--- config.mk ---
export PLATFORM = sky130hd
export DESIGN_NAME = arbitro_memoria_dados
export DESIGN_NICKNAME = d
export VERILOG_FILES = /design/src/rtl/arbitro_pkg.sv /design/src/rtl/arbitro_rr2.sv /design/src/rtl/arbitro_memoria_dados.sv
export SDC_FILE = /design/constraint.sdc
export NUM_CORES = 1
export LEC_CHECK = 0
export BUFFER_PORTS_ARGS = -buffer_cell sky130_fd_sc_hd__buf_2
export CAP_MARGIN = 20
export CELL_PAD_IN_SITES_DETAIL_PLACEMENT = 0
export CELL_PAD_IN_SITES_GLOBAL_PLACEMENT = 2
export CORE_UTILIZATION = 29
export CTS_CLUSTER_DIAMETER = 60
export DETAILED_ROUTE_END_ITERATION = 10
export GPL_ROUTABILITY_DRIVEN = 0
export GPL_TIMING_DRIVEN = 0
export PLACE_DENSITY = 0.84
export SLEW_MARGIN = 20
export SYNTH_ARGS = -nofsm -noshare
export SYNTH_HDL_FRONTEND = slang
export SYNTH_SLANG_ARGS = --single-unit
--- constraint.sdc ---
create_clock -name clk -period 1.95 [get_ports clk]
set_input_delay 0.39 -clock clk [delete_from_list [all_inputs] [get_ports clk]]
set_output_delay 0.39 -clock clk [all_outputs]
set_load 0.05 [all_outputs]
--- src/rtl/arbitro_pkg.sv ---
// rtl/arbitro_pkg.sv - shared types and constants for the data memory arbiter
package arbitro_pkg;

    typedef enum logic [1:0] {
        OCIOSO  = 2'd0,
        ACESSO  = 2'd1,
        RETORNO = 2'd2
    } estado_t;

    localparam logic [1:0] DT_BYTE = 2'd0;
    localparam logic [1:0] DT_HALF = 2'd1;
    localparam logic [1:0] DT_WORD = 2'd2;

    localparam int REQ_CPU = 0;
    localparam int REQ_AUX = 1;

endpackage

--- src/rtl/arbitro_rr2.sv ---
// rtl/arbitro_rr2.sv - combinational two-way round-robin picker
module arbitro_rr2 (
    input  logic [1:0] elig,
    input  logic       last_winner,
    output logic [1:0] win
);

    always_comb begin
        win = 2'b00;
        case (elig)
            2'b01:   win = 2'b01;
            2'b10:   win = 2'b10;
            // On a tie the requester that did not win last time goes first.
            2'b11:   win = last_winner ? 2'b01 : 2'b10;
            default: win = 2'b00;
        endcase
    end

endmodule

--- src/rtl/arbitro_memoria_dados.sv ---
// rtl/arbitro_memoria_dados.sv - two-port arbiter/sequencer for the data memory; optional ARB_LOCK_EN
module arbitro_memoria_dados
    import arbitro_pkg::*;
#(
    parameter int ADDR_W = 6,
    parameter int DATA_W = 32
) (
    input  logic              clk,
    input  logic              rst_n,
    input  logic [1:0]        req,
    input  logic [1:0]        we,
    input  logic [ADDR_W-1:0] addr0,
    input  logic [ADDR_W-1:0] addr1,
    input  logic [DATA_W-1:0] wdata0,
    input  logic [DATA_W-1:0] wdata1,
    input  logic [1:0]        dtype0,
    input  logic [1:0]        dtype1,
`ifdef ARB_LOCK_EN
    input  logic [1:0]        lock,
`endif
    output logic [1:0]        gnt,
    output logic [1:0]        rvalid,
    output logic [DATA_W-1:0] rdata,
    output logic [ADDR_W-1:0] mem_addr,
    output logic [DATA_W-1:0] mem_wdata,
    output logic [1:0]        mem_dtype,
    output logic              mem_we,
    output logic              mem_re,
    input  logic [DATA_W-1:0] mem_rdata
);

    estado_t    state, state_nx;
    logic [1:0] elig;
    logic [1:0] win;
    logic       win_idx;
    logic       start;
    logic       last_winner;
    logic       lat_w;
    logic       lat_we;

`ifdef ARB_LOCK_EN
    logic lock_valid;
    logic lock_owner;

    always_comb begin
        elig = req;
        if (lock_valid)
            elig = req & (lock_owner ? 2'b10 : 2'b01);
    end
`else
    assign elig = req;
`endif

    arbitro_rr2 u_rr2 (
        .elig        (elig),
        .last_winner (last_winner),
        .win         (win)
    );

    assign win_idx = win[1];
    assign start   = (state == OCIOSO) && (|elig);

    always_comb begin
        state_nx = state;
        case (state)
            OCIOSO:  if (|elig) state_nx = ACESSO;
            ACESSO:  state_nx = lat_we ? OCIOSO : RETORNO;
            RETORNO: state_nx = OCIOSO;
            default: state_nx = OCIOSO;
        endcase
    end

    always_ff @(posedge clk or negedge rst_n) begin
        if (!rst_n)
            state <= OCIOSO;
        else
            state <= state_nx;
    end

    // The mem_* flops double as the latched operand copy, so they hold between accesses.
    always_ff @(posedge clk or negedge rst_n) begin
        if (!rst_n) begin
            gnt         <= 2'b00;
            rvalid      <= 2'b00;
            rdata       <= '0;
            mem_addr    <= '0;
            mem_wdata   <= '0;
            mem_dtype   <= 2'b00;
            mem_we      <= 1'b0;
            mem_re      <= 1'b0;
            last_winner <= 1'b1;
            lat_w       <= 1'b0;
            lat_we      <= 1'b0;
`ifdef ARB_LOCK_EN
            lock_valid  <= 1'b0;
            lock_owner  <= 1'b0;
`endif
        end else begin
            gnt    <= 2'b00;
            rvalid <= 2'b00;
            mem_we <= 1'b0;
            mem_re <= 1'b0;
            if (start) begin
                gnt         <= win;
                lat_w       <= win_idx;
                lat_we      <= we[win_idx];
                last_winner <= win_idx;
                mem_addr    <= win_idx ? addr1  : addr0;
                mem_wdata   <= win_idx ? wdata1 : wdata0;
                mem_dtype   <= win_idx ? dtype1 : dtype0;
                mem_we      <= we[win_idx];
                mem_re      <= !we[win_idx];
`ifdef ARB_LOCK_EN
                // Only the owner can win while locked, so this both takes and releases.
                lock_valid  <= lock[win_idx];
                lock_owner  <= win_idx;
`endif
            end
            if (state == ACESSO && !lat_we) begin
                rdata  <= mem_rdata;
                rvalid <= lat_w ? 2'b10 : 2'b01;
            end
        end
    end

endmodule

==> out/qor.csv <==
stage,metric,value,unit
outcome,status,"complete, no violations",
synthesis,syn nets,344,
clock_tree,Post-CTS Setup Bufs,0,
floorplanning,die area,13800,sq um
synthesis,mapped cell area,3860,sq um
sta,post-layout minimum cycle time,1740,ps
floorplanning,IO Pins,196,
pwr,VDD IR max,654,uV
clock_tree,Skew-Pair Late Insertion Delay,340,ps
synthesis,top_reg_cell synth,dfrtp_1,
pwr,logic gate share of total power,56.6,%
sta,final setup vio count,0,
pwr,Tot Pwr,0.0112,W
synthesis,"EDFF count, synth",0,
clock_tree,clk root buf,clkbuf_16,
pwr,Net Switching,0.00520,W
detailed_routing,WL per Instance,14.3,microns
detailed_routing,drt total wl,8.70,mm
clock_tree,clock buffer depth,2,
run,max cap viols,0,
placement,Final HPWL DP,6.56,mm
layout,antenna fix cells,0,
sta,RSZ-0062 raised after global routing,false,
clock_tree,cts hold-fix bufs,0,
global_route,initial antenna violation count,0,
layout,Synth-to-Final Area Change,40.1,%
sta,max-slew violation count,0,
sta,Fin Clk Skew,5.72,ps
placement,setup slack at placement,93.8,ps
synthesis,Post-Syn Area per Cell,17.1,sq um
sta,Final period util,89.1,%
global_route,gr usage total,13.2,%
sta,Final Hold Vio Count,0,
synthesis,YS warnings,0,
detailed_routing,drt first pass iters,4,
clock_tree,# clock sinks,83,
pwr,Clock Power Share,16.4,%
pwr,internal power,0.00600,W
placement,placed instance count,594,
layout,final layout net count,551,
setup_path,Max Fanout on Critical Path,10,
detailed_routing,vias per cell,4.22,
global_route,pin count of the biggest net entering global routing,50,
pwr,Reg power frac,27.0,%
layout,final core occ,42.2,%
synthesis,Post-Synthesis Cells,226,
setup_path,Setup crit end kind,flop,
synthesis,asr flop ratio synth,100,%
sta,max_slew headroom,62.0,%
floorplanning,Starting Density,30.1,%
synthesis,post-synthesis sequential element count,83,
synthesis,synth top area cells,"dfrtp_1, mux2_4, mux2_2",
synthesis,post-synth top area share,53.1,%
detailed_routing,via count,2573,
detailed_routing,DRT iter0 DRCs,59,
clock_tree,"CTS clk-pin slew, worst paths",60,ps
clock_tree,CTS resizes,0,
floorplanning,core area,12800,sq um
synthesis,sequential share of the synthesized area,53.8,%
setup_path,Crit Path Class,flop to flop,
clock_tree,CTS tree,yes,
sta,worst-margin pin slew,568,ps
sta,maximum clock rate,0.576,GHz
setup_path,arrival time at the worst endpoint,1960,ps
floorplanning,Die X,117,microns
global_route,gr ovfl total,0,
detailed_routing,DRC viols,0,
pwr,switching part of the total,46.5,%
placement,IO Port Bufs,195,
layout,layout cells sized above 1,77.3,%
synthesis,Yosys cell types,19,
pwr,P_leak,2.83,nW
sta,worst hold slack,11.1,ps
setup_path,data required time at the worst endpoint,2170,ps
pwr,pwr/cell area,2070,nW/um^2
sta,final worst slack,213,ps
clock_tree,# H-tree levels,3,
hold_path,Min-Delay Path Class,input port to async pin,
global_route,first-pass GRT wire length,14.3,mm
floorplanning,die height,117,microns
global_route,number of global-route vias before repair,2717,
setup_path,crit path launch type,flop,
clock_tree,CTS Buf Count,9,
floorplanning,floorplan row count,41,
detailed_routing,Routed Antenna Nets,0,
synthesis,largest area contributor in the netlist,dfrtp_1,
layout,fin cells,609,
## logic make-up after synthesis
family / Yosys count / synth area share, %
compound gates: 3 / 0.518
buf+inv: 16 / 3.79
flops: 83 / 53.8
mux: 116 / 40.7
simple gates: 8 / 1.20
## worst paths after layout
check	startpoint	slack (ps)	cells after the start	to
min in group clk	req[1]	250	2	gnt[0]
max	lat_we	210	3	rdata[2]
min reg2reg	lat_w	480	1	rvalid[1]
max in group asynchronous	rst_n	1350	2	mem_wdata[23]
min	rst_n	10	1	lat_we
max reg2reg	lat_we	210	3	rdata[2]
## cell usage after synthesis (3+ instances only)
| master | instances |
|---|---|
| inv_1 | 3 |
| and2_1 | 3 |
| mux2i_1 | 4 |
| mux2_2 | 40 |
| buf_4 | 4 |
| mux2_4 | 72 |
| buf_2 | 3 |
| nor2_1 | 3 |
| dfrtp_1 | 82 |
| buf_12 | 3 |
## area by class of cell
cell class | instances | area (sq um)
buffer | 12 | 131
clock buffer | 11 | 253
clock inverter | 4 | 73.8
fill | 1226 | 7410
inverter | 4 | 15.0
multi-input combinational | 127 | 1640
sequential | 83 | 2080
tap | 172 | 215
timing repair buffer | 196 | 1010
## metal layers
metal / share of wire [%] / GRT usage (%)
met5: 0 / 0
met4: 1.7 / 5.44
met3: 6.3 / 4.33
met1: 42 / 15.8
met2: 50 / 21.8
## worst max-delay path, stage by stage (launching register included)
cell and delay (ps):
dfrtp_1 390, nor3b_2 510, buf_2 350, mux2_2 360
## registers in the layout, summed over array words and instances, names as in the netlist, 2 cells and up
| name | cells |
|---|---|
| rdata | 32 |
| rvalid | 2 |
| mem_wdata | 32 |
| state | 2 |
| mem_addr | 6 |
| mem_dtype | 2 |
| gnt | 2 |
## layout by cell type, fill, tap and decap left out, types with 2 or more instances in the layout
cell type	Yosys	routed
buf_2	3	197
dfrtp_1	82	82
mux2_4	72	72
mux2_2	40	40
clkbuf_16	0	9
buf_4	4	5
mux2i_1	4	4
inv_1	3	3
nor2_1	3	3
and2_1	3	3
buf_12	3	3
clkbuf_8	0	2
bufinv_16	0	2
## power groups by stage
stage,Sequential (W),Clock (W),Combinational [W]
floorplan,0.00589,0,0.00215
global placement,0.00301,0,0.00636
detailed placement,0.00305,0,0.00640
CTS,0.00304,0.00190,0.00642
global route,0.00314,0.00198,0.00662
finish,0.00303,0.00184,0.00634
## through the flow
stage	cell area (sq um)	setup TNS, ps
floorplan	3860	0
global placement	5050	-14080
detailed placement	5080	0
CTS	5410	0
global route	5410	0
finish	5410	0
Power figures use the tool's default switching activity.
